**src/rtl/coh_bus_pkg.sv**
```systemverilog
// Shared types for the coherency snoop bus: controller states, transaction
// type encodings and the per-transaction snoop response aggregate.
package coh_bus_pkg;

  typedef enum logic [1:0] {
    ST_IDLE      = 2'd0,
    ST_BROADCAST = 2'd1,
    ST_COLLECT   = 2'd2,
    ST_DONE      = 2'd3
  } bus_state_t;

  localparam logic [1:0] BUS_RD   = 2'd0;
  localparam logic [1:0] BUS_RDX  = 2'd1;
  localparam logic [1:0] BUS_UPGR = 2'd2;
  localparam logic [1:0] BUS_WB   = 2'd3;

  typedef struct packed {
    logic shared;
    logic dirty;
  } snoop_resp_t;

  // Folds one cycle's worth of counted responses into the running aggregate.
  function automatic snoop_resp_t merge_resp(input snoop_resp_t acc, input logic any_shared,
                                             input logic any_dirty);
    snoop_resp_t res;
    res.shared = acc.shared | any_shared;
    res.dirty  = acc.dirty | any_dirty;
    return res;
  endfunction

endpackage

```
**src/rtl/snoop_bus_ctrl_rr_arbiter.sv**
```systemverilog
// Combinational round-robin arbiter: grants the first requester at or after
// ptr, wrapping modulo N (N need not be a power of two).
module rr_arbiter #(
  parameter  int N    = 4,
  localparam int ID_W = $clog2(N)
) (
  input  logic [N-1:0]    req,
  input  logic [ID_W-1:0] ptr,
  output logic [N-1:0]    grant,
  output logic [ID_W-1:0] id
);

  logic            found_s;
  logic [ID_W-1:0] idx_s;

  // Priority scan starting at ptr.
  always_comb begin
    grant   = '0;
    id      = '0;
    found_s = 1'b0;
    idx_s   = '0;
    for (int k = 0; k < N; k++) begin
      idx_s = ID_W'((int'(ptr) + k) % N);
      if (!found_s && req[idx_s]) begin
        found_s      = 1'b1;
        grant[idx_s] = 1'b1;
        id           = idx_s;
      end else begin
        found_s = found_s;
      end
    end
  end

endmodule

```
**src/rtl/snoop_bus_ctrl.sv**
```systemverilog
// N-core snoop bus controller: round-robin request accept, one-cycle broadcast,
// pending-mask response collection with shared/dirty aggregation and timeout.
module snoop_bus_ctrl
  import coh_bus_pkg::*;
#(
  parameter  int NUM_CORES      = 4,
  parameter  int ADDR_WIDTH     = 64,
  parameter  int TYPE_WIDTH     = 2,
  parameter  int TIMEOUT_CYCLES = 16,
  localparam int ID_W           = $clog2(NUM_CORES)
) (
  input  logic                                  clk,
  input  logic                                  rst_n,
  input  logic [NUM_CORES-1:0]                  core_req_valid,
  output logic [NUM_CORES-1:0]                  core_req_ready,
  input  logic [NUM_CORES-1:0][TYPE_WIDTH-1:0]  core_req_type,
  input  logic [NUM_CORES-1:0][ADDR_WIDTH-1:0]  core_req_addr,
  output logic                                  bus_valid,
  output logic [ADDR_WIDTH-1:0]                 bus_addr,
  output logic [TYPE_WIDTH-1:0]                 bus_type,
  output logic [ID_W-1:0]                       bus_src_id,
  input  logic [NUM_CORES-1:0]                  snoop_resp_valid,
  input  logic [NUM_CORES-1:0]                  snoop_resp_shared,
  input  logic [NUM_CORES-1:0]                  snoop_resp_dirty,
  output logic                                  done_valid,
  output logic [ID_W-1:0]                       done_src_id,
  output logic                                  done_shared,
  output logic                                  done_dirty,
  output logic                                  done_timeout
);

  localparam int              TMR_W    = (TIMEOUT_CYCLES < 2) ? 1 : $clog2(TIMEOUT_CYCLES) + 1;
  localparam bit              TMO_EN   = (TIMEOUT_CYCLES != 0);
  localparam logic [TMR_W-1:0] TMR_LAST = TMR_W'(TMO_EN ? TIMEOUT_CYCLES - 1 : 0);
  localparam logic [NUM_CORES-1:0] ONE_HOT0 = {{(NUM_CORES-1){1'b0}}, 1'b1};

  bus_state_t           state_r, state_s;
  logic [ID_W-1:0]      rr_ptr_r, win_id_s;
  logic [NUM_CORES-1:0] win_grant_s, pending_r, pending_s, mask_s, counted_s;
  snoop_resp_t          acc_r, acc_s;
  logic [TMR_W-1:0]     timer_r, timer_s;
  logic                 accept_s, timeout_s;

  rr_arbiter #(.N(NUM_CORES)) u_arb (
    .req   (core_req_valid),
    .ptr   (rr_ptr_r),
    .grant (win_grant_s),
    .id    (win_id_s)
  );

  // Response qualification: the source is excluded the moment BROADCAST starts.
  always_comb begin
    mask_s = '0;
    case (state_r)
      ST_BROADCAST: mask_s = ~(ONE_HOT0 << bus_src_id);
      ST_COLLECT:   mask_s = pending_r;
      default:      mask_s = '0;
    endcase
    counted_s = snoop_resp_valid & mask_s;
    pending_s = mask_s & ~counted_s;
    acc_s     = merge_resp(acc_r, |(counted_s & snoop_resp_shared),
                           |(counted_s & snoop_resp_dirty));
  end

  // Next-state, grant and timeout decision.
  always_comb begin
    state_s        = state_r;
    core_req_ready = '0;
    accept_s       = 1'b0;
    timeout_s      = 1'b0;
    timer_s        = timer_r;
    case (state_r)
      ST_IDLE: begin
        if (|core_req_valid) begin
          core_req_ready = win_grant_s;
          accept_s       = 1'b1;
          state_s        = ST_BROADCAST;
        end else begin
          state_s = ST_IDLE;
        end
      end
      ST_BROADCAST: begin
        timer_s = '0;
        state_s = ST_COLLECT;
      end
      ST_COLLECT: begin
        if (pending_s == '0) begin
          state_s = ST_DONE;
        end else if (TMO_EN) begin
          timer_s = timer_r + TMR_W'(1);
          if (timer_s >= TMR_LAST) begin
            state_s   = ST_DONE;
            timeout_s = 1'b1;
          end else begin
            state_s = ST_COLLECT;
          end
        end else begin
          state_s = ST_COLLECT;
        end
      end
      ST_DONE:  state_s = ST_IDLE;
      default:  state_s = ST_IDLE;
    endcase
  end

  // Control state: FSM, round-robin pointer, pending mask, accumulators, timer.
  always_ff @(posedge clk or negedge rst_n) begin
    if (!rst_n) begin
      state_r   <= ST_IDLE;
      rr_ptr_r  <= '0;
      pending_r <= '0;
      acc_r     <= '0;
      timer_r   <= '0;
    end else begin
      state_r   <= state_s;
      pending_r <= pending_s;
      timer_r   <= timer_s;
      acc_r     <= (state_r == ST_BROADCAST || state_r == ST_COLLECT) ? acc_s : '0;
      if (state_r == ST_DONE) begin
        rr_ptr_r <= (bus_src_id == ID_W'(NUM_CORES - 1)) ? '0 : bus_src_id + ID_W'(1);
      end
    end
  end

  // Registered bus and completion outputs; done fields are zero outside the pulse.
  always_ff @(posedge clk or negedge rst_n) begin
    if (!rst_n) begin
      bus_valid    <= 1'b0;
      bus_addr     <= '0;
      bus_type     <= '0;
      bus_src_id   <= '0;
      done_valid   <= 1'b0;
      done_src_id  <= '0;
      done_shared  <= 1'b0;
      done_dirty   <= 1'b0;
      done_timeout <= 1'b0;
    end else begin
      if (accept_s) begin
        bus_addr   <= core_req_addr[win_id_s];
        bus_type   <= core_req_type[win_id_s];
        bus_src_id <= win_id_s;
      end
      bus_valid    <= (state_s == ST_BROADCAST);
      done_valid   <= (state_s == ST_DONE);
      done_src_id  <= (state_s == ST_DONE) ? bus_src_id : '0;
      done_shared  <= (state_s == ST_DONE) & acc_s.shared;
      done_dirty   <= (state_s == ST_DONE) & acc_s.dirty;
      done_timeout <= timeout_s;
    end
  end

endmodule

```
**config.mk**
```make
export PLATFORM = sky130hd
export DESIGN_NAME = snoop_bus_ctrl
export DESIGN_NICKNAME = d
export VERILOG_FILES = /design/src/rtl/coh_bus_pkg.sv /design/src/rtl/snoop_bus_ctrl_rr_arbiter.sv /design/src/rtl/snoop_bus_ctrl.sv
export SDC_FILE = /design/constraint.sdc
export NUM_CORES = 1
export LEC_CHECK = 0
export CAP_MARGIN = 20
export CORE_AREA = 4 4 137 139
export DETAILED_ROUTE_END_ITERATION = 8
export DIE_AREA = 0 0 141 143
export PLACE_DENSITY = 0.74
export SLEW_MARGIN = 20
export SYNTH_ARGS = -nofsm -noshare
export SYNTH_HDL_FRONTEND = slang
export SYNTH_HIERARCHICAL = 1
export SYNTH_SLANG_ARGS = --single-unit
```
**constraint.sdc**
```tcl
create_clock -name clk -period 4.5 [get_ports clk]
set_input_delay 0.9 -clock clk [delete_from_list [all_inputs] [get_ports clk]]
set_output_delay 0.9 -clock clk [all_outputs]
set_load 0.02 [all_outputs]
```
Yosys cells after proc, flatten, opt, wreduce, memory -nomap -nowiden. Index checks and enable logic that the tools add are counted.

Register bits: 90. Latch bits: 0. RAM bits: 0. Memory bits (read-only): 0. Bits of input ports: 282. Memories: 0.

Add/sub/neg operators: 5. Multipliers: 0. Div/mod/pow operators: 0. $lt $le $gt $ge: 10. Equality and inequality tests: 7. Shift operators: 1. Muxes and demuxes: 48. Bitwise logic cells: 13. Reduce and logical (&&, ||, !) cells: 18.

Operator list (count): binary-select mux 64 bit (select 2 bit) (1); two-way mux 64 bit (1); two-way mux 4 bit (6); two-way mux 1 bit (19); AND 4 bit (4); two-way mux 2 bit (8); less-than comparator 2 x 3 -> 1 bit (second input constant) (5); OR 4 bit (3); OR reduction 4 bit (3); one-hot mux 5 bit (2 select lines) (1); binary-select mux 1 bit (select 2 bit) (4); demux 1 bit (select 2 bit) (4); equality test 2 bit (second input constant) (4); greater-or-equal comparator 2 x 1 -> 1 bit (second input constant) (4); NOT 4 bit (2); one-hot mux 2 bit (4 select lines) (1); one-hot mux 4 bit (2 select lines) (1); logical AND 1 bit (7); adder 5 x 1 -> 5 bit (second input constant) (1); greater-or-equal comparator 5 x 4 -> 1 bit (second input constant) (1); two-way mux 5 bit (1); adder 2 x 1 -> 2 bit (second input constant) (2); adder 2 bit (second input constant) (2); binary-select mux 2 bit (select 2 bit) (1); other kinds (11) (16).

Depth between registers and ports, before layout. Gate-level depths: netlist (run 1).

Word-level depth: 14. Depth in mapped cells: 13. Mapped depth without buffers: 10.

Hierarchy. The synthesis (run 1) kept the hierarchy.

By module, submodules not included: snoop_bus_ctrl (times used 1, cells an instance 492, area each 5327.6 um^2); rr_arbiter (times used 1, cells an instance 46, area each 419.2 um^2).

Worst setup path after synthesis (run 1). No wires, ideal clock.

Path kind: flip-flop to flip-flop. Start point: register rr_ptr_r[0]. End point: register bus_addr[39]. Library setup time: 0.117 ns. Arrival: 3.323 ns. Required time: 4.383 ns. Path slack: 1.060 ns. Cell stages (with the launch flop): 14. Path buffers: 3. Clock period less this slack: 3.440 ns. Path through: dfrtp_1 -> buf_2 -> inv_1 -> ha_1 -> mux4_2 -> nor2b_4 -> o21ai_1 -> and3_1 -> o22ai_1 -> buf_1 -> buf_1 -> mux4_2 -> nand2_1 -> nand2_1.

Cells in the longest elaborated chain, start to end: 14.

RTL lines: start: declaration (RTL line snoop_bus_ctrl.sv:38) `logic [ID_W-1:0] rr_ptr_r, win_id_s;`; start signal: assignment (RTL line snoop_bus_ctrl.sv:120) `rr_ptr_r <= (bus_src_id == ID_W'(NUM_CORES - 1)) ? '0 : bus_src_id + ID_W'(1);`; branches (longest 11 deep; another with adder 2 x 1 -> 2 bit); two-way mux 2 bit (*) (RTL line snoop_bus_ctrl_rr_arbiter.sv:24) `if (!found_s && req[idx_s]) begin`; net win_id_s[1] (RTL line snoop_bus_ctrl.sv:38); binary-select mux 64 bit (select 2 bit) (*) (RTL line snoop_bus_ctrl.sv:139) `bus_addr <= core_req_addr[win_id_s];`; two-way mux 64 bit (implied by the code) (*) (RTL line snoop_bus_ctrl.sv:139); end signal: assignment (RTL line snoop_bus_ctrl.sv:139); end: declaration (RTL line snoop_bus_ctrl.sv:19) `output logic [ADDR_WIDTH-1:0] bus_addr,`.

Mark *: on every way through the listed nets, which the timed path passes. The select of a mux whose other input is x is not followed. A chain may end at the register's enable or synchronous reset.

Worst setup path in the final report (run 1).
Start point: input core_req_valid[3]. End point: output core_req_ready[3].

Cells in the longest elaborated chain, start to end: 14.

RTL lines: start: declaration (RTL line snoop_bus_ctrl.sv:14) `input logic [NUM_CORES-1:0] core_req_valid,`; binary-select mux 1 bit (select 2 bit) (RTL line snoop_bus_ctrl_rr_arbiter.sv:24); two-way mux 1 bit (implied by the code) (RTL line snoop_bus_ctrl_rr_arbiter.sv:24); two-way mux 1 bit (RTL line snoop_bus_ctrl_rr_arbiter.sv:24); zero test 1 bit (RTL line snoop_bus_ctrl_rr_arbiter.sv:24); logical AND 1 bit (RTL line snoop_bus_ctrl_rr_arbiter.sv:24); two-way mux 1 bit (RTL line snoop_bus_ctrl_rr_arbiter.sv:24); zero test 1 bit (RTL line snoop_bus_ctrl_rr_arbiter.sv:24); logical AND 1 bit (RTL line snoop_bus_ctrl_rr_arbiter.sv:24); two-way mux 1 bit (RTL line snoop_bus_ctrl_rr_arbiter.sv:24); zero test 1 bit (RTL line snoop_bus_ctrl_rr_arbiter.sv:24); logical AND 1 bit (RTL line snoop_bus_ctrl_rr_arbiter.sv:24); two-way mux 4 bit (*) (RTL line snoop_bus_ctrl_rr_arbiter.sv:24); net win_grant_s[3] (RTL line snoop_bus_ctrl.sv:39) `logic [NUM_CORES-1:0] win_grant_s, pending_r, pending_s, mask_s, counted_s;`; two-way mux 4 bit (*) (RTL line snoop_bus_ctrl.sv:74) `if (|core_req_valid) begin`; two-way mux 4 bit (*) (RTL line snoop_bus_ctrl.sv:72) `case (state_r)`; end: declaration (RTL line snoop_bus_ctrl.sv:15) `output logic [NUM_CORES-1:0] core_req_ready,`.

Mark *: on every way through the listed nets, which the timed path passes. The rest lies on a longest branch. The select of a mux whose other input is x is not followed.

==> impl_metrics.yaml, run 1 <==
run_status:
  status: "finished, final reports clean"
cts:
  cts_setup_buffers: 0
  htree_levels: 3
  ctsResizeCount: 0
  clk_path_buf_depth: 2
  insertion_delay_ns: 0.34
  hold_buffers: 0
  cts_tree: "built"
  cts-root-buf: "clkbuf_16"
  clock-sinks: 90
  numCtsBuffers: 9
  path_clk_slew_ns: 0.06
routing:
  antenna_left: 0
  wl_um: 20800
  drtIter0Drc: 176
  wl_met3_um: 1850
  vias_per_cell: 4.89
  wl_per_cell_um: 18.7
  dr_wl_met2_um: 10800
  drc: 0
  drt-met1-wl_um: 7770
  vias: 5460
  top_layer_used: "met4"
  firstDrtPassIters: 4
finish:
  layout-drive-gt1-share: 0.123
  fillers: 1556
  final_common_cell: "clkdlybuf4s50_1"
  fin_nets: 1179
  syn2layout_area_growth_pct: 73.4
  n_antenna_cell: 0
  final_cell_mix: "clkdlybuf4s50_1, nand2_1, dfrtp_1, mux4_2, ha_1"
yosys:
  yosysWarningCount: 6
  ys_types: 48
  synth_top_cell_area_share: 0.392
  synthTopCellsByArea: "dfrtp_1, mux4_2, nand2_1"
  yosysTopAreaCell: "dfrtp_1"
  yosys_register_bits: 90
  synth_area_mm2: 0.00575
  synth.yosys.seq_area_share: 0.392
  synth_flop_cell: "dfrtp_1"
  postSynthCellCount: 538
  synthArstFlopShare: 1.00
  synth-edff-count: 0
  synth_nets: 835
  avgSynthCellArea_um2: 10.7
power_and_ir_drop:
  p_leak_uw: 0.00421
  power_density_mw_per_mm2: 738
  peakVddDrop_mv: 0.556
min_path:
  min_to: "bus_addr[34]$_DFFE_PN0P_"
  hold_depth: 2
  worstHoldPathType: "reg2reg"
  hold_start: "bus_addr[34]$_DFFE_PN0P_"
die:
  ios: 361
  die_width_um: 141
  coreArea_mm2: 0.0177
  initial_core_util: 0.325
  dieArea_mm2: 0.0202
  rows: 49
  die_h_um: 143
timing:
  slew_violations: 0
  setup_tns_ns: 0
  period_minus_slack_ns: 4.28
  worst_pin_slew_ns: 0.898
  fmax_ghz: 0.233
  skew_ns: 0.00595
  rsz0062_at_grt: "false"
  final_hold_viol_count: 0
  slew_headroom: 0.401
  layout_setup_ws_ns: 0.216
  period_share: 0.952
  setup_violations: 0
placed_design:
  dp_hpwl_um: 17000
  dpl_worst_slack_ns: 0.227
  gp_congestion: 0.787
  io_buffer_count: 360
global_route:
  gr-total-overflow: 0
  grt_max_degree: 69
  grt_pass1_wl_um: 30900
  track_usage: 0.198
  first_global_vias: 5793
  grt_antenna_before_repair: 0
critical_path:
  critPathRequiredTime_ns: 3.60
  crit_fanout: 8
  worstRegToRegCells: 9
  critPathLaunchType: "primary input"
  cp.arrival_ns: 3.38
  timing.rr.end: "bus_addr[29]$_DFFE_PN0P_"
  critical_path_class: "in2out"
  r2r_setup_slack_ns: 0.86
  r2r-start: "rr_ptr_r[1]$_DFFE_PN0N_"
  end_kind: "output port"
run:
  max_cap_violations: 0
==> kinds of logic (layout without fill, tap and decap cells) <==
group,after synthesis,after routing,share of synthesized area
buffers and inverters,46,395,0.0351
adders and majority gates,15,15,0.0327
AOI/OAI and AO/OA,39,39,0.0446
and+or+nand+nor,266,266,0.200
muxes,78,78,0.289
xor gates and xnor gates,4,4,0.00610
DFF,90,90,0.392
==> synth_stat cells (8+ instances only) <==
cell type and count:
a22oi_1 8, buf_1 10, buf_2 8, clkbuf_1 15, dfrtp_1 90, ha_1 15
inv_1 9, mux4_2 69, nand2_1 213, nand2b_1 8, nand3_1 8, nor2_1 8
o21ai_1 10
==> report_power, final <==
group          internal (µW)  total (µW)  switching, µW
Clock                    543         869            326
Combinational           2540        5090           2550
Sequential              1190        1390            208
==> sequential cells by signal, indices dropped and copies added (netlist names) <==
name and flops:
acc_r 2, bus_valid 1, done_shared 1, bus_addr 64, rr_ptr_r 2, bus_type 2, bus_src_id 2, done_src_id 2
pending_r 4, done_timeout 1, done_valid 1, timer_r 5, done_dirty 1, state_r 2
==> area by class of cell <==
cell class / count / area (µm²) / share of cell area
Timing Repair Buffer: 369 / 3720 / 0.373
Inverter: 10 / 37.5 / 0.00377
Tap cell: 229 / 287 / 0.0288
Sequential cell: 90 / 2250 / 0.226
Multi-Input combinational cell: 402 / 3330 / 0.334
Clock buffer: 9 / 225 / 0.0226
Clock inverter: 7 / 116 / 0.0117
==> per-layer routing <==
layer	vias up	global-route usage
met3	31	0.0556
met1	2590	0.230
met2	255	0.351
met4	0	0.0719
met5	-	0
li1	2584	-
==> worst max-delay path by stage <==
| stage | from | end | slack (ns) | depth (start not counted) |
|---|---|---|---|---|
| 2_1_floorplan | rr_ptr_r[0]$_DFFE_PN0N_ | bus_addr[39]$_DFFE_PN0P_ | 1.06 | 13 |
| 3_3_place_gp | core_req_valid[1] | core_req_ready[1] | 0.28 | 8 |
| 3_5_place_dp | core_req_valid[1] | core_req_ready[1] | 0.23 | 8 |
| 4_1_cts | core_req_valid[1] | core_req_ready[1] | 0.23 | 8 |
| 5_1_grt | core_req_valid[3] | core_req_ready[0] | 0.06 | 7 |
| 6_report | core_req_valid[3] | core_req_ready[3] | 0.22 | 8 |
==> stage by stage <==
step	instance area (µm²)	hold WS, ns	total power [µW]	utilization	instances
finish	9960	0.472	7360	0.564	1116
global route	9960	0.494	7880	0.564	1116
CTS	9960	0.478	7480	0.564	1116
detailed placement	9620	0.461	6570	0.545	1100
global placement	9620	0.456	6510	0.545	1100
floorplan	5750	0.466	4790	-	538
==> worst max-delay path, stage by stage <==
cell and delay, ns:
clkdlybuf4s50_1 0.55, mux4_2 0.55, nand2b_4 0.17, nor3_4 0.27, a22oi_1 0.11, o21ai_1 0.08, and2_1 0.13, clkdlybuf4s50_1 0.61
(Power assumes the default switching activity.)
==> run 2, diff against run 1 <==
- CTS_CLUSTER_SIZE: not set -> 8
==> results of run 2 <==
The final DEF is identical to that of run 1; final timing and power are the same.
==> run 3, diff against run 2 <==
- CORE_AREA: 4 4 137 139 -> 4 4 140 142
- DIE_AREA: 0 0 141 143 -> 0 0 144 146
- GPL_ROUTABILITY_DRIVEN: not set -> 1
- GPL_TIMING_DRIVEN: not set -> 0
- PLACE_DENSITY: 0.74 -> 0.71
==> run 3 against run 2 <==
  * Clock-buffer cell count is the same
  * Maximum frequency down 0.44%
  * Core utilization shrank 2.0 points
  * Clock power increased by 5.2%
  * Final cell count up 2.9%
  * Register-to-register slack worse by 0.47 ns
  * Combinational power about the same
  * Critical path type unchanged
==> impl_metrics.yaml, run 3 (synthesized netlist as in run 1, its figures left out) <==
run_status:
  status: "finished, final reports clean"
die:
  dieArea_mm2: 0.0210
  die_width_um: 144
  rows: 50
  die_h_um: 146
  initial_core_util: 0.311
  coreArea_mm2: 0.0185
  ios: 361
critical_path:
  critPathLaunchType: "primary input"
  cp.arrival_ns: 3.40
  end_kind: "output port"
  critical_path_class: "in2out"
  crit_fanout: 8
  critPathRequiredTime_ns: 3.60
finish:
  top_regs: "bus_addr: 64 flops, timer_r: 5 flops, pending_r: 4 flops"
  final_common_cell: "clkdlybuf4s50_1"
  final_cell_mix: "clkdlybuf4s50_1, nand2_1, dfrtp_1, mux4_2"
  layout-drive-gt1-share: 0.122
  fin_nets: 1207
  post-route-util: 0.544
  finalNonFillerCells: 1148
  regMostFlops: "bus_addr"
  fillers: 1676
  largest_register_ff_count: 64
  syn2layout_area_growth_pct: 74.7
cts:
  numCtsBuffers: 9
  path_clk_slew_ns: 0.06
  cts_tree: "built"
  clock-sinks: 90
  insertion_delay_ns: 0.34
  htree_levels: 3
  cts-root-buf: "clkbuf_16"
  cts_setup_buffers: 0
  clk_path_buf_depth: 2
timing:
  worst_pin_slew_ns: 0.718
  holdWs_ns: 0.460
  setup_tns_ns: 0
  slew_headroom: 0.521
  fmax_ghz: 0.232
  period_share: 0.956
  slew_violations: 0
  setup_violations: 0
  period_minus_slack_ns: 4.30
  rsz0062_at_grt: "false"
  final_hold_viol_count: 0
  skew_ns: 0.00679
min_path:
  worstHoldPathType: "in2async"
routing:
  drtIter0Drc: 252
  vias: 5630
  antenna_left: 0
  wl_per_cell_um: 19.3
  wl_um: 22100
  drc: 0
  firstDrtPassIters: 6
  vias_per_cell: 4.90
placed_design:
  dp_hpwl_um: 18500
  io_buffer_count: 360
  place_inst: 1133
  gp_congestion: 0.900
power_and_ir_drop:
  swShare: 0.424
  pwr-share-comb: 0.688
  power_frac_clock: 0.123
  p_sw_uw: 3150
  seqPwrFrac: 0.190
  finalPower_uw: 7440
  power_density_mw_per_mm2: 741
  p_leak_uw: 0.00431
  p_int_uw: 4290
  peakVddDrop_mv: 0.310
global_route:
  track_usage: 0.206
  grt_max_degree: 49
  grt_pass1_wl_um: 33000
  first_global_vias: 5909
  grt_antenna_before_repair: 1
  gr-total-overflow: 0
run:
  max_cap_violations: 0
==> run 3: cell count changes in the layout (fill, tap and decap cells not counted), sizes merged, moves of 3 or more <==
| cell | change |
|---|---|
| clkdlybuf4s50 | -3 |
| clkbuf | +18 |
| buf | +10 |
| dlymetal6s2s | +3 |
==> run 3: metrics by stage <==
stage               worst slack, ns  instance area, µm²
floorplan                      1.06                5750
finish                        0.197               10000
CTS                           0.110               10000
global route                 0.0228               10000
detailed placement           -0.441                9670
global placement             -0.960                9640
==> run 3: routing by layer <==
| layer | GRT usage | routed length (µm) |
|---|---|---|
| met2 | 0.364 | 11300 |
| met4 | 0.0584 | 351 |
| met5 | 0 | 0 |
| met3 | 0.0523 | 2110 |
| met1 | 0.245 | 8410 |
==> run 3: final cells by class <==
class / instances / area (µm²) / area share
diodes: 1 / 2.50 / 0.000249
plain buffers: 36 / 169 / 0.0168
clock buffers: 9 / 225 / 0.0224
clock inverters: 5 / 129 / 0.0128
inverters: 10 / 37.5 / 0.00374
multi-input cells: 402 / 3290 / 0.328
flip-flops and latches: 90 / 2250 / 0.224
well taps: 234 / 293 / 0.0292
repair buffers: 361 / 3640 / 0.362
==> run 3: final timing paths <==
kind	startpoint	endpoint	slack, ns	depth (start not counted)
worst max-delay path	core_req_valid[1]	core_req_ready[2]	0.20	8
worst min-delay path	rst_n	bus_addr[17]$_DFFE_PN0P_	0.46	1
worst max register to register	rr_ptr_r[0]$_DFFE_PN0N_	bus_addr[46]$_DFFE_PN0P_	0.39	13
worst min register to register	bus_addr[47]$_DFFE_PN0P_	bus_addr[47]$_DFFE_PN0P_	0.47	2
max in group asynchronous	rst_n	bus_addr[56]$_DFFE_PN0P_	3.45	2
min in group clk	bus_addr[47]$_DFFE_PN0P_	bus_addr[47]$_DFFE_PN0P_	0.47	2
==> run 3: critical path: stages <==
cell             delay [ns]
clkdlybuf4s50_1        0.53
mux4_2                 0.57
nand2b_4               0.18
nor3_4                 0.28
a22oi_1                0.10
o21ai_1                0.08
and2_1                 0.12
clkdlybuf4s50_1        0.63
==> run 3: what timing repair did <==
action / 4_1_cts / 5_1_grt
gates resized for setup: 1 / 6
setup endpoints to repair: 29 / 32
hold buffers: 0 / 0
==> run 3: power by group through the flow <==
stage	Clock, µW	Sequential [µW]	Combinational, µW
6_report	914	1410	5120
5_1_grt	970	1460	5570
4_1_cts	938	1410	5200
3_5_place_dp	0	1420	5190
3_3_place_gp	0	1410	5130
2_1_floorplan	0	1780	3010
